**config.mk**
```make
export PLATFORM = sky130hd
export DESIGN_NAME = cycle_sequencer
export DESIGN_NICKNAME = d
export VERILOG_FILES = /design/src/rtl/cycle_sequencer.sv
export SDC_FILE = /design/constraint.sdc
export NUM_CORES = 1
export LEC_CHECK = 0
export ABC_CLOCK_PERIOD_IN_PS = 4400
export CORE_UTILIZATION = 49
export DETAILED_ROUTE_END_ITERATION = 10
export GPL_ROUTABILITY_DRIVEN = 0
export MAX_ROUTING_LAYER = met4
export PLACE_DENSITY = 0.82
export SLEW_MARGIN = 30
export SYNTH_ARGS = -nofsm -noshare
export SYNTH_HDL_FRONTEND = slang
export SYNTH_SLANG_ARGS = --single-unit
```
**constraint.sdc**
```tcl
create_clock -name clk -period 4.4 [get_ports clk]
set_input_delay 0.88 -clock clk [delete_from_list [all_inputs] [get_ports clk]]
set_output_delay 0.88 -clock clk [all_outputs]
set_load 0.02 [all_outputs]
```
**src/rtl/cycle_sequencer.sv**
```systemverilog
// cycle_sequencer: per-instruction bus-cycle state machine for the 6502 core.
// Rev 1.0 - initial release.
`default_nettype none

module cycle_sequencer #(
  parameter int PAGE_PENALTY = 1,
  parameter int JAM_HALT     = 1
) (
  input  logic       clk,
  input  logic       rst,
  input  logic       rdy,
  input  logic [4:0] op_type,
  input  logic       is_store,
  input  logic       is_rmw,
  input  logic       page_cross,
  input  logic       stack_done,
  output logic       sync,
  output logic       ir_load,
  output logic       pc_inc,
  output logic [2:0] addr_sel,
  output logic       adl_load,
  output logic       adh_load,
  output logic       idx_add,
  output logic       rw,
  output logic       exec,
  output logic       stack_req,
  output logic       jam
);

  localparam logic [4:0] OP_IMP = 5'd0;
  localparam logic [4:0] OP_IMM = 5'd1;
  localparam logic [4:0] OP_ZPG = 5'd2;
  localparam logic [4:0] OP_ZXY = 5'd3;
  localparam logic [4:0] OP_ABS = 5'd4;
  localparam logic [4:0] OP_AXY = 5'd5;
  localparam logic [4:0] OP_XIN = 5'd6;
  localparam logic [4:0] OP_INY = 5'd7;
  localparam logic [4:0] OP_JUM = 5'd8;
  localparam logic [4:0] OP_JIN = 5'd9;
  localparam logic [4:0] OP_BNT = 5'd10;
  localparam logic [4:0] OP_BRA = 5'd11;
  localparam logic [4:0] OP_BRK = 5'd12;
  localparam logic [4:0] OP_PUL = 5'd17;
  localparam logic [4:0] OP_JAM = 5'd18;

  typedef enum logic [3:0] {
    S_FETCH = 4'd0,  S_OPL = 4'd1,  S_OPH = 4'd2,  S_IDX   = 4'd3,
    S_PTRL  = 4'd4,  S_PTRH = 4'd5, S_FIX = 4'd6,  S_RD    = 4'd7,
    S_MOD   = 4'd8,  S_WR  = 4'd9,  S_BR  = 4'd10, S_BRFIX = 4'd11,
    S_STK   = 4'd12, S_JAM = 4'd13
  } state_t;

  state_t     r_state;
  logic [4:0] r_op;
  logic       r_store;
  logic       r_rmw;
  logic       r_exec_pend;

  logic [4:0] w_op_in;
  logic       w_op_stack;
  logic       w_go;
  logic [2:0] w_final_sel;
  state_t     w_mem_state;
  state_t     w_idx_state;

  // Unknown codes and non-halting JAM collapse onto IMP before being latched.
  always_comb begin
    w_op_in = op_type;
    if (op_type > OP_JAM || (op_type == OP_JAM && JAM_HALT == 0))
      w_op_in = OP_IMP;
  end

  assign w_op_stack  = (w_op_in >= OP_BRK) && (w_op_in <= OP_PUL);
  assign w_go        = rdy & ~rst;
  assign w_final_sel = (r_op == OP_ZPG || r_op == OP_ZXY) ? 3'd1 : 3'd2;
  assign w_mem_state = r_store ? S_WR : S_RD;
  // Writes never speculate on the indexed address, so store/RMW always fix up.
  assign w_idx_state = (r_store || r_rmw || (page_cross && (PAGE_PENALTY != 0)))
                       ? S_FIX : w_mem_state;

  always_ff @(posedge clk) begin
    if (rst) begin
      r_state     <= S_FETCH;
      r_op        <= OP_IMP;
      r_store     <= 1'b0;
      r_rmw       <= 1'b0;
      r_exec_pend <= 1'b0;
    end else if (rdy) begin
      case (r_state)
        S_FETCH: begin
          r_op        <= w_op_in;
          r_store     <= is_store;
          r_rmw       <= is_rmw;
          r_exec_pend <= 1'b0;
          if (w_op_stack)              r_state <= S_STK;
          else if (w_op_in == OP_JAM)  r_state <= S_JAM;
          else                         r_state <= S_OPL;
        end
        S_OPL: begin
          case (r_op)
            OP_IMP, OP_IMM: begin
              r_state     <= S_FETCH;
              r_exec_pend <= 1'b1;
            end
            OP_ZPG:                         r_state <= w_mem_state;
            OP_ZXY, OP_XIN:                 r_state <= S_IDX;
            OP_ABS, OP_AXY, OP_JUM, OP_JIN: r_state <= S_OPH;
            OP_INY:                         r_state <= S_PTRL;
            OP_BRA:                         r_state <= S_BR;
            default:                        r_state <= S_FETCH;
          endcase
        end
        S_IDX:  r_state <= (r_op == OP_XIN) ? S_PTRL : w_mem_state;
        S_OPH: begin
          case (r_op)
            OP_AXY:  r_state <= w_idx_state;
            OP_JIN:  r_state <= S_PTRL;
            OP_JUM:  r_state <= S_FETCH;
            default: r_state <= w_mem_state;
          endcase
        end
        S_PTRL: r_state <= S_PTRH;
        S_PTRH: begin
          case (r_op)
            OP_INY:  r_state <= w_idx_state;
            OP_XIN:  r_state <= w_mem_state;
            default: r_state <= S_FETCH;
          endcase
        end
        S_FIX:   r_state <= w_mem_state;
        S_RD:    r_state <= r_rmw ? S_MOD : S_FETCH;
        S_MOD:   r_state <= S_WR;
        S_WR:    r_state <= S_FETCH;
        S_BR:    r_state <= (page_cross && (PAGE_PENALTY != 0)) ? S_BRFIX : S_FETCH;
        S_BRFIX: r_state <= S_FETCH;
        S_STK:   if (stack_done) r_state <= S_FETCH;
        S_JAM:   r_state <= S_JAM;
        default: r_state <= S_FETCH;
      endcase
    end
  end

  always_comb begin
    sync      = (r_state == S_FETCH);
    ir_load   = 1'b0;
    pc_inc    = 1'b0;
    addr_sel  = 3'd0;
    adl_load  = 1'b0;
    adh_load  = 1'b0;
    idx_add   = 1'b0;
    rw        = 1'b1;
    exec      = 1'b0;
    stack_req = (r_state == S_STK) && !rst;
    jam       = (r_state == S_JAM) && !rst;
    case (r_state)
      S_FETCH: begin
        ir_load = w_go;
        pc_inc  = w_go;
        exec    = w_go & r_exec_pend;
      end
      S_OPL: begin
        pc_inc   = w_go & (r_op != OP_IMP);
        adl_load = w_go & (r_op != OP_IMP) & (r_op != OP_IMM)
                        & (r_op != OP_BNT) & (r_op != OP_BRA);
      end
      S_OPH: begin
        pc_inc   = w_go;
        adh_load = w_go;
        idx_add  = w_go & (r_op == OP_AXY);
      end
      S_IDX: begin
        addr_sel = 3'd1;
        idx_add  = w_go;
      end
      S_PTRL: begin
        addr_sel = (r_op == OP_JIN) ? 3'd2 : 3'd3;
        adl_load = w_go;
      end
      S_PTRH: begin
        addr_sel = 3'd4;
        adh_load = w_go;
        idx_add  = w_go & (r_op == OP_INY);
      end
      S_FIX: addr_sel = 3'd2;
      S_RD: begin
        addr_sel = w_final_sel;
        exec     = w_go & ~r_rmw & ~r_store;
      end
      S_MOD: begin
        addr_sel = w_final_sel;
        rw       = 1'b0;
      end
      S_WR: begin
        addr_sel = w_final_sel;
        rw       = 1'b0;
        exec     = w_go & r_rmw;
      end
      default: ;
    endcase
    if (rst) begin
      addr_sel = 3'd0;
      rw       = 1'b1;
    end
  end

endmodule

`default_nettype wire
```
### Yosys cells after proc, flatten, opt, wreduce, memory -nomap -nowiden

Index checks and enable logic that the tools add are counted.

| word-level totals | value |
|---|---|
| bits of input ports | 12 |
| output and inout bits | 13 |
| word-level logic and storage cells | 98 |
| flip-flop bits (word level) | 12 |

| operators by class | value |
|---|---|
| equal/unequal tests | 28 |
| multiplexer cells | 27 |
| bitwise operators | 14 |
| $lt $le $gt $ge | 3 |
| reductions and logical operators | 21 |

Operators with widths:

| operator | number |
|---|---|
| 4-bit one-hot mux with 12 select lines | 1 |
| 4-bit 2-to-1 mux | 8 |
| 4-bit == test (second input constant) | 5 |
| 5-bit by 3-bit == test with 1-bit output (second input constant) | 4 |
| 4-bit one-hot mux with 5 select lines | 1 |
| 4-bit by 3-bit == test with 1-bit output (second input constant) | 4 |
| 5-bit by 4-bit == test with 1-bit output (second input constant) | 3 |
| 3-bit one-hot mux with 5 select lines | 1 |
| 4-bit one-hot mux with 3 select lines | 1 |
| 1-bit AND | 11 |
| 5-bit by 2-bit == test with 1-bit output (second input constant) | 2 |
| 5-bit by 4-bit inequality test with 1-bit output (second input constant) | 2 |
| 2-bit OR reduction | 5 |
| 4-bit by 2-bit == test with 1-bit output (second input constant) | 2 |
| 4-bit one-hot mux with 2 select lines | 1 |
| 1-bit 2-to-1 mux | 6 |
| 1-bit one-hot mux with 2 select lines | 3 |
| 1-bit one-hot mux with 3 select lines | 2 |
| 5-bit by 1-bit == test with 1-bit output (second input constant) | 1 |
| 5-bit == test (second input constant) | 1 |
| 5-bit by 4-bit greater-or-equal comparator with 1-bit output (second input constant) | 1 |
| 5-bit greater-than comparator (second input constant) | 1 |
| 5-bit less-or-equal comparator (second input constant) | 1 |
| 5-bit logical NOT | 1 |
| 18 further kinds | 25 |

### Depth between registers and ports, before layout

| logic depth | value |
|---|---|
| depth in word-level cells | 7 |
| depth in mapped cells | 7 |
| depth with buffers taken out | 5 |

### Worst setup path before layout

OpenSTA, ideal clock, no wires.

| timing | value |
|---|---|
| path kind | input port to output port |
| from | input port rdy |
| to | output port adl_load |
| buffers on the path | 1 |
| arrival | 2.009 ns |
| stages on the path | 3 |
| required time | 3.520 ns |
| path slack | 1.511 ns |
| cell sequence | clkbuf_1 > nand2b_1 > nor4_1 |

| on the way | value |
|---|---|
| word-level cells in the longest chain between the ends | 6 |

RTL lines:

| what | RTL line | RTL |
|---|---|---|
| from (decl) | 11 | `input logic rdy,` |
| 1-bit AND * | 74 | `assign w_go = rdy & ~rst;` |
| 1-bit AND (2 in a row) | 163 | `adl_load = w_go & (r_op != OP_IMP) & (r_op != OP_IMM)` |
| 1-bit AND (2 in a row) | 164 | `& (r_op != OP_BNT) & (r_op != OP_BRA);` |
| 1-bit one-hot mux with 2 select lines * | 155 | `case (r_state)` |
| to (decl) | 21 | `output logic adl_load,` |

Mark *: on every way between the ends. The rest lies on a longest branch, timed or not.

### Worst setup path in the final report

| timing | value |
|---|---|
| from | register r_state[0] |
| to | output port pc_inc |

| on the way | value |
|---|---|
| word-level cells in the longest chain between the ends | 3 |
| elaborated cells on any way between the ends | 5 |
| those cells by class | eq/ne: 2; mux: 1; reduce/logical: 2 |

RTL lines:

| what | RTL line | RTL |
|---|---|---|
| from (decl) | 53 | `state_t r_state;` |
| from (signal assigned) | 105 | `OP_ZPG: r_state <= w_mem_state;` |
| from (signal assigned) | 113 | `S_IDX: r_state <= (r_op == OP_XIN) ? S_PTRL : w_mem_state;` |
| from (signal assigned) | 116 | `OP_AXY: r_state <= w_idx_state;` |
| 4-bit by 2-bit == test with 1-bit output or 4-bit logical NOT (tied branches) | 155 |  |
| 2-bit OR reduction (no line) | -- |  |
| 1-bit one-hot mux with 2 select lines * | 155 |  |
| to (decl) | 19 | `output logic pc_inc,` |

Marked as above.

==> impl_metrics.toml <==
[run_status]
status = "complete, no violations"

[critical_path]
crit_path_start = "r_state[0]"
cp_slowest_cell = "dfxtp_1"
cp_max_fo = 26
cp-end-kind = "output pin"
cp.buffers_inverters = 1
path_class = "register to output pin"
rr_startpoint = "r_state[0]"
cp_top_family = "flip-flops"
cp-start-kind = "register"
slowest_delay_ns = 0.90
cp.required_ns = 3.52
cp.arrival_ns = 2.79
path_cells = "nand2b_1, nor3_1, o31ai_1, a21oi_1, clkdlybuf4s50_1"

[clock_tree]
clk_path_buf_depth = 2
htree_levels = 1
holdBufCountCts = 0
clk_pin_slew_worst_paths_ns = 0.08
cts_tree = "done"
clockRootBuffer = "clkbuf_4"
post_cts_buffers = 0
cts_resized = 0
numCtsBuffers = 3
cts.sinks = 12
clk_latency_ns = 0.28

[min_path]
worstHoldPathType = "register to register"
min_from = "r_rmw"

[timing]
setup_slack_ns = 0.731
setup-tns-final_ns = 0
timing.hold.ws_ns = 0.539
finClkSkew_ns = 0.00953
fin_crit_ns = 3.67
fin_crit_sh_pct = 83.4
slew_viol_final = 0
hold_viol = 0
tightest_slew_ns = 0.910
relSlewSlack_pct = 39.2
setup_viol_count_final = 0
max_freq_mhz = 273
rsz0062_at_grt = "false"

[synth]
yosys.area.top_type = "dfxtp_1"
yosysUniqueCellTypes = 52
synth_cells = 198
syn_nets = 210
ys_seq_area_share_pct = 18.2
ys.flop_type = "dfxtp_1"
ys_async_sr_fraction_pct = 0
yosysMostFrequentCell = "nor2_1"
synth.area.top_cells = "dfxtp_1 18%, nor2_1 8.5%, a21oi_1 8.3%"
ys_ff_latch = 12
synthTopCellsByCount = "30 x nor2_1, 22 x a21oi_1, 14 x nand2_1"
yosysTopAreaCellShare_pct = 18.2
syn_area_mm2 = 0.00132
yosysWarnings = 0
avgSynthCellArea_um2 = 6.67
synth_edf_count = 0

[floorplan]
design.core.area_mm2 = 0.00252
start_util_pct = 52.3
placementRows = 18
die_x_um = 53.9
dieArea_mm2 = 0.00291
io_pins = 25
die_h_um = 53.9

[route]
wl_per_cell_um = 16.5
drt-total-wl_mm = 3.95
vias = 1624
drt_iter0_drc = 89
dr.pass1.iters = 5
viasPerCell = 6.77
ant_nets = 0
drc = 0

[layout]
antenna_cells = 0
drive_above_1_share_pct = 6.19
final_cells = 240
syn_to_final_growth_pct = 18.5
layout.nets = 223

[placed_design]
dpl.cell_count = 236
dpl_worst_slack_ns = 1.00
dp_hpwl_mm = 2.79
port_buffers = 24

[global_routing]
grt_pass1_wl_mm = 6.22
grt_pass1_vias = 1331
grt_max_degree = 29
grt_usage_pct = 30.6
overflow = 0
antenna_found_initial = 0

[power]
powerDensity_mw_per_mm2 = 227
leakage_nw = 0.514
ir_drop_v = 0.000206

[job]
cap_violations = 0
[per-layer routing]
metal	up-vias	global-route usage, %	share of wire, %
met2	103	44.7	46
met4	0	14.9	4.2
met5	-	-	0
li1	760	-	-
met3	27	7.91	9.9
met1	734	38.7	40
[cell families (layout without fill, tap and decap cells)]
group                     Yosys count  count (layout)  share of synthesized area (%)
AOI/OAI and AO/OA                  61              61                           31.8
DFF                                12              12                           18.2
xor gates and xnor gates            1               1                          0.664
buffers and inverters              24              36                           8.15
and+or+nand+nor                   100             100                           41.1
[stage by stage]
step           power [mW]  utilization [%]  cell area [um^2]
2_1_floorplan       0.224                -              1320
3_3_place_gp        0.260             60.6              1530
3_5_place_dp        0.263             60.6              1530
4_1_cts             0.352             62.0              1560
5_1_grt             0.375             62.0              1560
6_report            0.355             62.0              1560
[sequential cells by signal (all words and copies together) (netlist names)]
signal	flops
r_store	1
r_state	4
r_exec_pend	1
r_rmw	1
r_op	5
[worst min-delay path: cells and delay by family (launching register included)]
family	cells	cell delay, ns
simple gates	1	0.08
flops	1	0.36
compound gates	1	0.06
[worst paths after layout]
kind / to / slack [ns] / cells after the start
max: pc_inc / 0.73 / 5
min: r_rmw / 0.54 / 2
min reg2reg: r_rmw / 0.54 / 2
max reg2reg: r_state[3] / 1.98 / 5
[final cells by class]
cell class	instances	area, um^2
Multi-Input combinational cell	162	972
Fill cell	228	958
Timing Repair Buffer	26	255
Sequential cell	12	240
Tap cell	30	37.5
Clock buffer	4	36.3
Inverter	6	22.5
[power by group]
part           internal, mW  switching, mW
clock network        0.0503         0.0389
registers             0.115         0.0272
logic                0.0561         0.0671
total                 0.222          0.133
[layout by cell type, fill, tap and decap left out, drive strengths merged, types with 4 or more instances in the layout]
| cell type | synthesis | layout |
|---|---|---|
| a21oi | 22 | 22 |
| nand4 | 4 | 4 |
| nor2b | 5 | 5 |
| dfxtp | 12 | 12 |
| nor3 | 11 | 11 |
| clkbuf | 7 | 4 |
| nand2 | 14 | 14 |
| a22oi | 4 | 4 |
| nor2 | 30 | 30 |
| or3 | 4 | 4 |
| nand3 | 7 | 7 |
| clkdlybuf4s50 | 0 | 24 |
| nand2b | 9 | 9 |
| inv | 6 | 6 |
| o21ai | 8 | 8 |
(Power assumes the default switching activity.)
